--- src/rtl/bw_frame_pkg.sv ---
// Shared constants and FSM state type for the 28x28 black/white frame server.
package bw_frame_pkg;

    localparam int IMG_W      = 28;
    localparam int IMG_H      = 28;
    localparam int IMG_PIXELS = IMG_W * IMG_H;
    localparam int ADDR_W     = 10;
    localparam int COL_W      = $clog2(IMG_W);
    localparam int ROW_W      = $clog2(IMG_H);

    typedef enum logic [1:0] {
        IDLE,
        ARMED,
        CAPTURE,
        READY
    } state_t;

endpackage

--- src/rtl/bw_bitmap_ram.sv ---
// IMG_PIXELS x 1 bitmap store: synchronous write, registered read, out-of-range reads return 1.
module bw_bitmap_ram
    import bw_frame_pkg::*;
(
    input  logic              clk_i,
    input  logic              rst_ni,
    input  logic              wr_en_i,
    input  logic [ADDR_W-1:0] wr_addr_i,
    input  logic              wr_data_i,
    input  logic [ADDR_W-1:0] rd_addr_i,
    output logic              rd_data_o
);

    localparam logic [ADDR_W-1:0] ADDR_LIM = ADDR_W'(IMG_PIXELS);

    logic mem_q [IMG_PIXELS];
    logic rd_data_q;

    // Storage is deliberately not reset; only the read register is.
    always_ff @(posedge clk_i) begin
        if (wr_en_i && (wr_addr_i < ADDR_LIM)) begin
            mem_q[wr_addr_i] <= wr_data_i;
        end
    end

    always_ff @(posedge clk_i or negedge rst_ni) begin
        if (!rst_ni) begin
            rd_data_q <= 1'b1;
        end else begin
            rd_data_q <= (rd_addr_i < ADDR_LIM) ? mem_q[rd_addr_i] : 1'b1;
        end
    end

    assign rd_data_o = rd_data_q;

endmodule

--- src/rtl/bw_frame_server.sv ---
// Camera-side capture: decimates a SCALE x SCALE source window to 28x28, thresholds, stores, serves reads.
// Optional macro BW_FRAME_DOUBLE_BUFFER_EN adds a second bank so capture can overlap classifier reads.
module bw_frame_server
    import bw_frame_pkg::*;
#(
    parameter int SCALE     = 10,
    parameter int GRAY_W    = 8,
    parameter int THRESHOLD = 128
) (
    input  logic              clk,
    input  logic              reset_n,
    input  logic              take_photo,
    input  logic              sof,
    input  logic              pix_valid,
    input  logic [GRAY_W-1:0] pix_gray,
    input  logic [ADDR_W-1:0] pixel_addr,
    output logic              pixel,
    output logic              load,
    input  logic              consumer_done,
    output logic              busy,
    output state_t            dbg_state_o
);

    localparam int SUB_W = (SCALE > 1) ? $clog2(SCALE) : 1;
    localparam logic [SUB_W-1:0]  SUB_MID   = SUB_W'(SCALE / 2);
    localparam logic [SUB_W-1:0]  SUB_LAST  = SUB_W'(SCALE - 1);
    localparam logic [COL_W-1:0]  COL_LAST  = COL_W'(IMG_W - 1);
    localparam logic [ROW_W-1:0]  ROW_LAST  = ROW_W'(IMG_H - 1);
    localparam logic [ADDR_W-1:0] ADDR_LAST = ADDR_W'(IMG_PIXELS - 1);
    localparam logic [GRAY_W-1:0] THRESH    = GRAY_W'(THRESHOLD);

    state_t            state_q;
    logic              load_q, busy_q, pend_q;
    logic [SUB_W-1:0]  col_sub_q, col_sub_d, row_sub_q, row_sub_d;
    logic [COL_W-1:0]  dst_col_q, dst_col_d;
    logic [ROW_W-1:0]  dst_row_q, dst_row_d;
    logic [ADDR_W-1:0] wr_addr_q, wr_addr_d;

    logic [SUB_W-1:0]  pos_col_sub, pos_row_sub;
    logic [COL_W-1:0]  pos_dst_col;
    logic [ROW_W-1:0]  pos_dst_row;
    logic [ADDR_W-1:0] wr_addr;
    logic              cap_cycle, wr_en, wr_bit, frame_done;

    // pix_valid qualifies sof and pix_gray; the source has no backpressure, so every
    // valid sample is consumed in the cycle it is presented.
    always_comb begin
        cap_cycle   = pix_valid && (((state_q == ARMED) && sof) || (state_q == CAPTURE));
        pos_col_sub = sof ? '0 : col_sub_q;
        pos_row_sub = sof ? '0 : row_sub_q;
        pos_dst_col = sof ? '0 : dst_col_q;
        pos_dst_row = sof ? '0 : dst_row_q;
        wr_addr     = sof ? '0 : wr_addr_q;
        wr_en       = cap_cycle && (pos_col_sub == SUB_MID) && (pos_row_sub == SUB_MID);
        wr_bit      = (pix_gray >= THRESH);
        frame_done  = wr_en && (wr_addr == ADDR_LAST);
        wr_addr_d   = wr_en ? wr_addr + 1'b1 : wr_addr;
        col_sub_d   = pos_col_sub;
        row_sub_d   = pos_row_sub;
        dst_col_d   = pos_dst_col;
        dst_row_d   = pos_dst_row;
        if (pos_col_sub != SUB_LAST) begin
            col_sub_d = pos_col_sub + 1'b1;
        end else begin
            col_sub_d = '0;
            if (pos_dst_col != COL_LAST) begin
                dst_col_d = pos_dst_col + 1'b1;
            end else begin
                dst_col_d = '0;
                if (pos_row_sub != SUB_LAST) begin
                    row_sub_d = pos_row_sub + 1'b1;
                end else begin
                    row_sub_d = '0;
                    dst_row_d = (pos_dst_row == ROW_LAST) ? '0 : pos_dst_row + 1'b1;
                end
            end
        end
    end

`ifdef BW_FRAME_DOUBLE_BUFFER_EN
    logic front_q;
`endif

    always_ff @(posedge clk or negedge reset_n) begin
        if (!reset_n) begin
            state_q   <= IDLE;
            load_q    <= 1'b0;
            busy_q    <= 1'b0;
            pend_q    <= 1'b0;
            col_sub_q <= '0;
            row_sub_q <= '0;
            dst_col_q <= '0;
            dst_row_q <= '0;
            wr_addr_q <= '0;
`ifdef BW_FRAME_DOUBLE_BUFFER_EN
            front_q   <= 1'b0;
`endif
        end else begin
            if (cap_cycle) begin
                col_sub_q <= col_sub_d;
                row_sub_q <= row_sub_d;
                dst_col_q <= dst_col_d;
                dst_row_q <= dst_row_d;
                wr_addr_q <= wr_addr_d;
            end
            case (state_q)
                IDLE: begin
                    if (take_photo || pend_q) begin
                        state_q <= ARMED;
                        busy_q  <= 1'b1;
                        pend_q  <= 1'b0;
                    end
                end
                ARMED, CAPTURE: begin
                    if (take_photo) pend_q <= 1'b1;
                    if (cap_cycle) begin
                        if (frame_done) begin
                            state_q <= READY;
                            busy_q  <= 1'b0;
                            load_q  <= 1'b1;
`ifdef BW_FRAME_DOUBLE_BUFFER_EN
                            front_q <= ~front_q;
`endif
                        end else begin
                            state_q <= CAPTURE;
                        end
                    end
                end
                READY: begin
`ifdef BW_FRAME_DOUBLE_BUFFER_EN
                    if (take_photo || pend_q) begin
                        state_q <= ARMED;
                        busy_q  <= 1'b1;
                        pend_q  <= 1'b0;
                    end else if (consumer_done) begin
                        state_q <= IDLE;
                    end
`else
                    if (take_photo) pend_q <= 1'b1;
                    if (consumer_done) begin
                        state_q <= IDLE;
                        load_q  <= 1'b0;
                    end
`endif
                end
                default: state_q <= IDLE;
            endcase
`ifdef BW_FRAME_DOUBLE_BUFFER_EN
            // A frame completing in the same cycle as consumer_done is newer and keeps load high.
            if (consumer_done && !frame_done) load_q <= 1'b0;
`endif
        end
    end

`ifdef BW_FRAME_DOUBLE_BUFFER_EN
    logic rd0, rd1;

    bw_bitmap_ram u_bank0 (
        .clk_i     (clk),
        .rst_ni    (reset_n),
        .wr_en_i   (wr_en && front_q),
        .wr_addr_i (wr_addr),
        .wr_data_i (wr_bit),
        .rd_addr_i (pixel_addr),
        .rd_data_o (rd0)
    );

    bw_bitmap_ram u_bank1 (
        .clk_i     (clk),
        .rst_ni    (reset_n),
        .wr_en_i   (wr_en && !front_q),
        .wr_addr_i (wr_addr),
        .wr_data_i (wr_bit),
        .rd_addr_i (pixel_addr),
        .rd_data_o (rd1)
    );

    assign pixel = front_q ? rd1 : rd0;
`else
    logic rd0;

    bw_bitmap_ram u_bank0 (
        .clk_i     (clk),
        .rst_ni    (reset_n),
        .wr_en_i   (wr_en),
        .wr_addr_i (wr_addr),
        .wr_data_i (wr_bit),
        .rd_addr_i (pixel_addr),
        .rd_data_o (rd0)
    );

    assign pixel = rd0;
`endif

    assign load        = load_q;
    assign busy        = busy_q;
    assign dbg_state_o = state_q;

endmodule

--- config.mk ---
export PLATFORM = sky130hd
export DESIGN_NAME = bw_frame_server
export DESIGN_NICKNAME = d
export VERILOG_FILES = /design/src/rtl/bw_frame_pkg.sv /design/src/rtl/bw_bitmap_ram.sv /design/src/rtl/bw_frame_server.sv
export SDC_FILE = /design/constraint.sdc
export NUM_CORES = 1
export LEC_CHECK = 0
export ABC_AREA = 1
export BUFFER_PORTS_ARGS = -buffer_cell sky130_fd_sc_hd__buf_2
export CORE_UTILIZATION = 64
export CTS_BUF_LIST = sky130_fd_sc_hd__clkbuf_4 sky130_fd_sc_hd__clkbuf_8 sky130_fd_sc_hd__clkbuf_16
export DETAILED_ROUTE_END_ITERATION = 10
export HOLD_SLACK_MARGIN = 0.12
export PLACE_DENSITY = 0.81
export SYNTH_ARGS = -nofsm -noshare
export SYNTH_HDL_FRONTEND = slang
export SYNTH_SLANG_ARGS = --single-unit
--- constraint.sdc ---
create_clock -name clk -period 5.75 [get_ports clk]
set_input_delay 0.8625 -clock clk [delete_from_list [all_inputs] [get_ports clk]]
set_output_delay 0.8625 -clock clk [all_outputs]
set_load 0.01 [all_outputs]
Word-level counts from Yosys, hierarchy flattened
Memory sizes are Yosys's and may differ from the RTL's. Index checks and enable logic that the tools add are counted. Widths: inputs -> output; s select.

Flip-flop bits (word level): 29. Latch bits: 0. Bits in writable memories: 784. Bits in read-only memories: 0. Logic and storage cells: 78. Memories kept: 1.

Add/subtract/negate cells: 4. Multipliers: 0. Divide/modulo/power cells: 0. Magnitude comparators: 3. Equality and inequality tests: 14. Shift operators: 0. Muxes and demuxes: 30. Bitwise gates (word level): 0. Reduce and logical (&&, ||, !) cells: 17.

Memory list: u_bank0.mem_q (depth 784, width 1, rd ports 1, clocked after Yosys merged registers in 0, write ports 1, line bw_bitmap_ram.sv:16) `logic mem_q [IMG_PIXELS];`.

Operators with widths (number): $mux 4 (6); $lt 10x10->1 const B (2); $mux 10 (2); $mux 5 (3); $mux 1 (12); $add 10x1->10 const B (1); $eq 10x10->1 const B (1); $add 4x1->4 const B (2); $eq 4x3->1 const B (2); $ge 8x8->1 const B (1); $ne 2x2->1 const B (4); $ne 4x4->1 const B (2); $reduce_and 4->1 (2); $logic_and 1x1->1 (6); $mux 2 (3); $pmux 1 s2 (3); $pmux 2 s3 (1); $add 5x1->5 const B (1); $ne 5x5->1 const B (1); $eq 2x2->1 const B (2); $reduce_bool 2->1 (2); $reduce_and 3->1 (1); $reduce_or 3->1 (1); $eq 2x1->1 const B (1); 5 further kinds (6).

Depth between registers and ports, before layout
Gate-level depths: netlist (run 1).

Word-level depth: 10. Depth in mapped cells: 19. Depth with buffers taken out: 17.

Hierarchy
Synthesis (run 1) repeated with hierarchy kept, for this count alone.

Cells, all modules: 3910. Area total of the unflattened synthesis: 37457.2 sq um.

Modules (own cells, without submodules): bw_bitmap_ram (instances 1, cells an instance 3649, area an instance 35496.5 sq um, sequential area each 23568.9 sq um); bw_frame_server (instances 1, cells an instance 261, area an instance 1960.6 sq um, sequential area each 700.7 sq um).

Worst setup path before layout (run 1)
No wires, ideal clock.

Path kind: input-to-reg. Start: input pix_gray[7]. End: memory u_bank0.mem_q[0], data pin. Arrival: 12486 ps. Required time: 3061 ps. Path slack: -9424 ps. Cell stages on the path: 1. Cell sequence: clkbuf_1.

Cells in the longest elaborated chain, start to end: 1.

RTL lines: start, declared (line bw_frame_server.sv:15) `input logic [GRAY_W-1:0] pix_gray,`; $ge 8x8->1 (line bw_frame_server.sv:55) `wr_bit = (pix_gray >= THRESH);`; end, declared (line bw_bitmap_ram.sv:16).

No other way between the ends.

Worst setup path after layout (run 1)
Start: input pixel_addr[1]. End: register u_bank0.rd_data_q (netlist: u_bank0.rd_data_o).

Cells in the longest elaborated chain, start to end: 2.

RTL lines: start, declared (line bw_frame_server.sv:16) `input logic [ADDR_W-1:0] pixel_addr,`; $mem_v2 784x1 / $lt 10x10->1 (equally long branches); $mux 1 * (line bw_bitmap_ram.sv:30) `rd_data_q <= (rd_addr_i < ADDR_LIM) ? mem_q[rd_addr_i] : 1'b1;`; end signal, assigned (line bw_bitmap_ram.sv:30); end, declared (line bw_bitmap_ram.sv:17) `logic rd_data_q;`.

Every way passes the cells marked *; elsewhere a longest branch is shown, timed or not. A chain may end at the register's enable or synchronous reset.

==> metrics.txt, run 1 <==
Max H-tree Level 3; post-synth cell types 34; Setup Skew 0.0194 ns; Final Instance Count excl. Fillers 4580; Inserted Clock Buffers 81; pin count of the biggest net entering global routing 226; clk buf depth 3; Final #Nets 3780; wire length of the first global-routing pass 144 mm; total power 0.0128 W; Post-Route WL 94.5 mm; Tightest Pin Transition 1.31 ns; most frequent cells in the layout 1105 x nor2_1, 784 x edfxtp_1, 770 x nand2_1; TNS Setup 0 ns; commonest non-fill, non-tap cell in the layout nor2_1; DP HPWL 48.6 mm; post-DR vias/cell 6.09; vias in the first global route 26067; clock latency on the worst-skew pair 0.63 ns; post-route cell area 40200 µm²; Root Buffer clkbuf_16; syn_nets 3928; final setup violation count 0; Max-cap violations 0; Lkg Pwr 13.6 nW; Worst Hold Class input pin to asynchronous set/reset pin; Post-CTS Resized 0; DR vias 27905; Worst VDD drop 0.281 mV; Die X 243 µm; CTS sink cnt 813; PD cells 317 nW/µm²; initial antenna violation count 3; Die Y-Extent 243 µm; GRT Resource Usage Total 31.9%; Worst EP required 6.29 ns; Seq/Total Area, Yosys 65.1%; Area Overhead vs Synth 7.86%; TritonCTS clock tree yes; die area 59300 µm²; WS Path Type input pin to flop; run status finished clean; IO buf count 21; crit end category flop; DRC Markers 0; clk slew on worst S/H paths 0.06 ns; grt total ovfl 0; Yosys warning total 0; initial core utilization 64.7%; core region area 57700 µm²; std cell rows 88; Fmax 0.290 GHz; Tcrit/Tclk final 59.9%; share of cells above drive strength 1 6.11%; # IOs 29; ANT nets after route 0; cts hold-fix bufs 0; Mapped Cells 3894; Post-synth EDFFs 784; crit path launch type input pin; relative slew slack 12.4%; GP Congestion 0.914; Starting DRT DRC Count 3881; routed len/inst 20.6 µm; Final Critical Period 3.44 ns; synthesized area 37300 µm²; Async SR Flop Fraction 3.57%; Mean Syn Cell Area 9.58 µm²; unrepaired setup endpoints after global routing false; cell area after placement 37600 µm²; placed cell count 4428; synthesized flop and latch total 813; critical path arrival 3.98 ns; ys flop type edfxtp_1; post-CTS setup buffers 0; max-slew violations 0; final hold violation count 0; crit-path max FO 86; drt first pass iters 5
==> worst max-delay path: stages <==
cell and delay, ns:
clkbuf_8 0.39, inv_6 0.74, buf_4 0.60, o21ai_0 0.17, o211ai_1 0.24, nand3_1 0.13, nand2_1 0.13, nand2_1 0.06
nand4_1 0.13, nand3_1 0.10, nand3_1 0.12, nand2_1 0.06, nand2_1 0.18
==> kinds of logic (layout without fill, tap and decap cells) <==
group           after synthesis  in the layout  share of synthesized area, %
other cells                   0              3                             0
xor+xnor                      8              8                         0.188
flops                       813            813                          65.1
simple gates               2371           2371                          25.7
compound gates              263            263                          3.91
buf+inv                     429            347                          4.82
fa+ha+maj                    10             10                         0.335
==> flip-flops by register name, summed over array words and instances (netlist names) <==
signal / count
dst_col_q: 5
u_bank0.mem_q: 784
wr_addr_q: 10
col_sub_q: 4
row_sub_q: 4
dbg_state_o: 2
busy: 1
u_bank0.rd_data_o: 1
pend_q: 1
load: 1
==> cell usage after synthesis (2+ instances only) <==
| cell type | instances | area share [%] |
|---|---|---|
| ha_1 | 10 | 0.34 |
| nand3_2 | 4 | 0.11 |
| xnor2_1 | 2 | 0.047 |
| buf_4 | 3 | 0.060 |
| a31oi_1 | 3 | 0.050 |
| nand3_1 | 458 | 6.1 |
| inv_1 | 114 | 1.1 |
| edfxtp_1 | 784 | 63 |
| nor2_4 | 2 | 0.060 |
| o31ai_1 | 4 | 0.081 |
| buf_1 | 22 | 0.22 |
| o22ai_1 | 7 | 0.12 |
| o211ai_1 | 39 | 0.78 |
| o21ai_0 | 176 | 2.4 |
| xor2_1 | 6 | 0.14 |
| nand2_2 | 2 | 0.034 |
| dfrtp_1 | 28 | 1.9 |
| nand4_1 | 2 | 0.034 |
| nor2_2 | 4 | 0.067 |
| buf_2 | 134 | 1.8 |
| nand2_1 | 773 | 7.8 |
| clkbuf_1 | 147 | 1.5 |
| inv_2 | 8 | 0.081 |
| a21boi_0 | 2 | 0.040 |
| nor2_1 | 1105 | 11 |
| a21oi_1 | 26 | 0.35 |
| o221ai_1 | 5 | 0.12 |
| nor3_1 | 18 | 0.24 |
==> path summary, 6_finish.rpt <==
check / from / end / slack [ns] / cells after the start
worst max-delay path: pixel_addr[1] / u_bank0.rd_data_o$_DFF_PN1_ / 2.31 / 13
worst min-delay path: reset_n / dst_col_q[1]$_DFFE_PN0N_ / 0.28 / 1
worst max register to register: dbg_state_o[1]$_DFFE_PN0P_ / u_bank0.mem_q[581]$_DFFE_PP_ / 2.51 / 12
worst min register to register: wr_addr_q[6]$_DFFE_PN0N_ / wr_addr_q[6]$_DFFE_PN0N_ / 0.48 / 1
max in group asynchronous: reset_n / wr_addr_q[8]$_DFFE_PN0N_ / 5.02 / 1
min in group clk: wr_addr_q[6]$_DFFE_PN0N_ / wr_addr_q[6]$_DFFE_PN0N_ / 0.48 / 1
==> metal layers <==
| metal | global-route usage, % | share of wire (%) | wire [µm] |
|---|---|---|---|
| met3 | 5.33 | 12 | 11500 |
| met1 | 41.9 | 36 | 34100 |
| met2 | 52.4 | 48 | 45100 |
| met5 | 0 | 0 | 0 |
| met4 | 14.8 | 4.0 | 3740 |
==> final cells by class <==
type / count / area, µm²
tap: 765 / 957
inverter: 122 / 473
sequential: 813 / 24300
fill: 4162 / 17500
clock buffer: 100 / 2250
antenna: 3 / 7.51
timing repair buffer: 76 / 649
clock inverter: 49 / 388
multi-input combinational: 2652 / 11200
==> where the power goes <==
| group | internal (W) | total, W | leakage, nW | switching, W |
|---|---|---|---|---|
| Combinational | 0.000258 | 0.000940 | 4.90 | 0.000682 |
| Sequential | 0.00655 | 0.00659 | 7.42 | 0.0000362 |
| Clock | 0.00304 | 0.00524 | 1.32 | 0.00220 |
==> through the flow <==
step | worst slack (ns) | hold slack (ns) | util [%]
3_5_place_dp | 1.74 | 0.468 | 65.2
3_3_place_gp | 1.80 | 0.466 | 65.2
6_report | 2.31 | 0.276 | 69.7
2_1_floorplan | 0.974 | 0.445 | -
4_1_cts | 2.39 | 0.283 | 69.7
5_1_grt | 2.14 | 0.320 | 69.7
Power figures use the tool's default switching activity.
==> inputs of run 2 (changes only) <==
- ABC_AREA: 1 -> 0
- CORE_UTILIZATION: 64 -> 63
- PLACE_DENSITY: 0.81 -> 0.8
- clock period: 5.75 -> 3.4 ns (I/O delays scaled with it)
==> run 2 against run 1 <==
  * Combinational power up 43%
  * Design area down 0.23%
  * Core utilization up 2.4 points
  * Setup slack worse by 2.1 ns
  * Clock power up 73%
  * Power up 68%
  * Final cell count down 25%
  * Die area down 2.6%
==> metrics.txt, run 2 <==
run status finished clean; core region area 55600 µm² (-3.6%); post-CTS setup buffers 0 (unchanged); cell taking the most area after synthesis edfxtp_1; CTS sink cnt 813 (unchanged); # IOs 29 (unchanged); unrepaired setup endpoints after global routing false; adder-cell share of the synthesized area 0.350% (+0.014 points); post-DR vias/cell 6.73 (+11%); Fillers 3302 (-21%); Max H-tree Level 3 (unchanged); TritonCTS clock tree yes; Switching Fraction 21.4% (-1.5 points); routed len/inst 27.5 µm (+34%); number of diodes 0 (-3); relative slew slack 33.2% (+21 points); placed cell count 3278 (-26%); final setup violation count 0 (unchanged); worst slack, placed -0.0353 ns (-1.77 ns); Yosys warning total 0 (unchanged); Post-Route WL 94.4 mm (about the same); Tcrit/Tclk final 93.2%; GRT Resource Usage Total 33.7% (+1.8 points); Tightest Pin Transition 0.999 ns (-0.311 ns); Combinational Power Share 6.2% (-1.2 points); ys flop type edfxtp_1; final hold violation count 0 (unchanged); DP HPWL 55.3 mm (+14%); clk slew on worst S/H paths 0.06 ns (about the same); met1 usage 43.5% (+1.6 points); std cell rows 86 (-2.3%); vias in the first global route 23038 (-12%); largest registers u_bank0.mem_q x784, wr_addr_q x10, dst_col_q x5; Final Instance Count excl. Fillers 3429 (-25%); Post-synth EDFFs 784 (unchanged); Sw Pwr 0.00459 W (+57%); IO buf count 21 (unchanged); Mean Syn Cell Area 14.0 µm² (+46%); met3 track demand over resource 8.09% (+2.8 points); WS Path Type flop to flop; Top reg by flops u_bank0.mem_q; Max-cap violations 0 (unchanged); Clk network pwr share 42.2% (+1.2 points); syn_nets 2583 (-34%); synthesized area 35800 µm² (-4.1%); commonest non-fill, non-tap cell in the layout nor2_1; Setup Skew 0.0157 ns (-0.00366 ns); Async SR Flop Fraction 3.57% (unchanged); ANT nets after route 0 (unchanged); wire length of the first global-routing pass 139 mm (-3.0%); clk buf depth 3 (unchanged); setup slack, reg-to-reg 0.23 ns (-2.28 ns); Reg2Reg Depth 11 (-1); Root Buffer clkbuf_16; cell area after placement 37400 µm² (-0.45%); post-synth cell types 66 (+94%); Worst EP required 3.72 ns (-2.57 ns); most repeated cell in the gate-level netlist after synthesis nor2_1; initial antenna violation count 1 (-2); simple-gate share of the synthesized area 12.1% (-14 points); die area 57700 µm² (-2.6%); final setup margin 0.232 ns (-2.08 ns); Area Overhead vs Synth 12.2%; PD cells 535 nW/µm² (+69%); critical path arrival 3.49 ns (-0.49 ns); share of cells above drive strength 1 20.3% (+14 points); Fmax 0.316 GHz; Inserted Clock Buffers 82 (+1.2%); Yosys top cell area share 65.8% (+2.7 points); Worst VDD drop 0.486 mV (+73%); max FFs per register 784 (unchanged); Final #Nets 2649 (-30%); mux contribution to synthesized area 13.1% (+13 points); crit path launch type flop; Seq/Total Area, Yosys 67.8% (+2.8 points); drt first pass iters 6 (+1); largest family of logic cells by synthesized area multiplexers; Worst Hold Class input pin to flop; synth top area cells edfxtp_1 66%, mux4_2 12%, nor2_1 8.6%; grt total ovfl 0 (unchanged); Mapped Cells 2549 (-35%); clock latency on the worst-skew pair 0.63 ns (about the same); Post-synth top cells 820 x nor2_1, 784 x edfxtp_1, 187 x mux4_2, 167 x clkbuf_1, 121 x nand2_1; Lkg Pwr 12.5 nW (-8.7%); Starting DRT DRC Count 3665 (-5.6%); Synth Area in Compound Gates 3.18% (-0.73 points); Sequential Power Share 51.6% (about the same); crit end category flop; most used routing layer met2; Die X 240 µm (-1.3%); synthesized flop and latch total 813 (unchanged); met2 usage 53.4% (+0.98 points); Final Critical Period 3.17 ns; initial core utilization 64.3% (-0.35 points); most frequent cells in the layout 820 x nor2_1, 784 x edfxtp_1, 187 x mux4_2; GP Congestion 0.886 (-3.1%); hold-critical path depth 3; xor/xnor share of the synthesized area 0.220% (+0.033 points); cell-internal power 0.0169 W (+71%); pin count of the biggest net entering global routing 150 (-34%); post-route cell area 40100 µm² (-0.23%); Die Y-Extent 240 µm (-1.3%); max-slew violations 0 (unchanged); DRC Markers 0 (unchanged); DR vias 23088 (-17%); crit-path max FO 24 (-72%)
run 2: per-layer routing:
layer	vias up	part of all wire (%)	wire length [µm]
li1	9488	-	-
met1	11407	33	31600
met2	1818	47	44600
met3	373	14	12900
met4	2	5.7	5400
met5	-	0.014	13
run 2: cell type report:
class / count / area (µm²) / area share [%]
multi-input combinational: 1496 / 10400 / 25.9
timing repair buffer: 208 / 1790 / 4.46
clock buffer: 117 / 2410 / 6.02
tap: 748 / 936 / 2.33
inverter: 14 / 52.6 / 0.131
clock inverter: 33 / 289 / 0.720
sequential: 813 / 24300 / 60.5
run 2: worst max-delay path, cell delays in order (launching register included):
cell and delay, ns:
dfrtp_1 0.43, inv_1 0.12, ha_1 0.15, a21o_1 0.14, nand3_1 0.22, nor4_2 0.48
o21a_1 0.25, and2_1 0.20, nor2b_1 0.24, nand2_1 0.08, buf_4 0.30, nor2_1 0.24
run 2: power groups by stage:
stage	Clock, W	Sequential [W]	Combinational (W)
floorplan	0	0.0113	0.000858
global placement	0	0.0113	0.00125
detailed placement	0	0.0113	0.00131
CTS	0.00909	0.0111	0.00132
global route	0.00944	0.0111	0.00142
finish	0.00906	0.0111	0.00134
run 2: path summary, 6_finish.rpt:
path | startpoint | to
worst max-delay path | dbg_state_o[1]$_DFFE_PN0P_ | u_bank0.mem_q[250]$_DFFE_PP_
worst min-delay path | take_photo | pend_q$_DFFE_PN0P_
worst max register to register | dbg_state_o[1]$_DFFE_PN0P_ | u_bank0.mem_q[250]$_DFFE_PP_
worst min register to register | dst_col_q[1]$_DFFE_PN0N_ | dst_col_q[1]$_DFFE_PN0N_
max in group asynchronous | reset_n | dst_col_q[4]$_DFFE_PN0N_
min in group asynchronous | reset_n | dbg_state_o[1]$_DFFE_PN0P_
run 2: kinds of logic after synthesis:
| family | after synthesis |
|---|---|
| AOI/OAI and AO/OA | 166 |
| muxes | 235 |
| DFF | 813 |
| and+or+nand+nor | 1076 |
| buffers and inverters | 240 |
| adders and majority gates | 10 |
| xor gates and xnor gates | 9 |
run 2: what timing repair did:
item | 4_1_cts | 5_1_grt
hold buffers | 1 | 0
setup endpoints to repair | 0 | 30
resized for setup | 0 | 1
hold endpoints to repair | 28 | 0
run 2: per-stage QoR:
step	power (W)	hold slack (ns)	TNS, ns	util [%]
3_5_place_dp	0.0126	0.493	-0.0353	67.3
4_1_cts	0.0215	0.163	0	72.1
2_1_floorplan	0.0122	0.214	0	-
6_report	0.0215	0.159	0	72.2
5_1_grt	0.0220	0.193	0	72.2
3_3_place_gp	0.0125	0.469	-0.0276	67.3
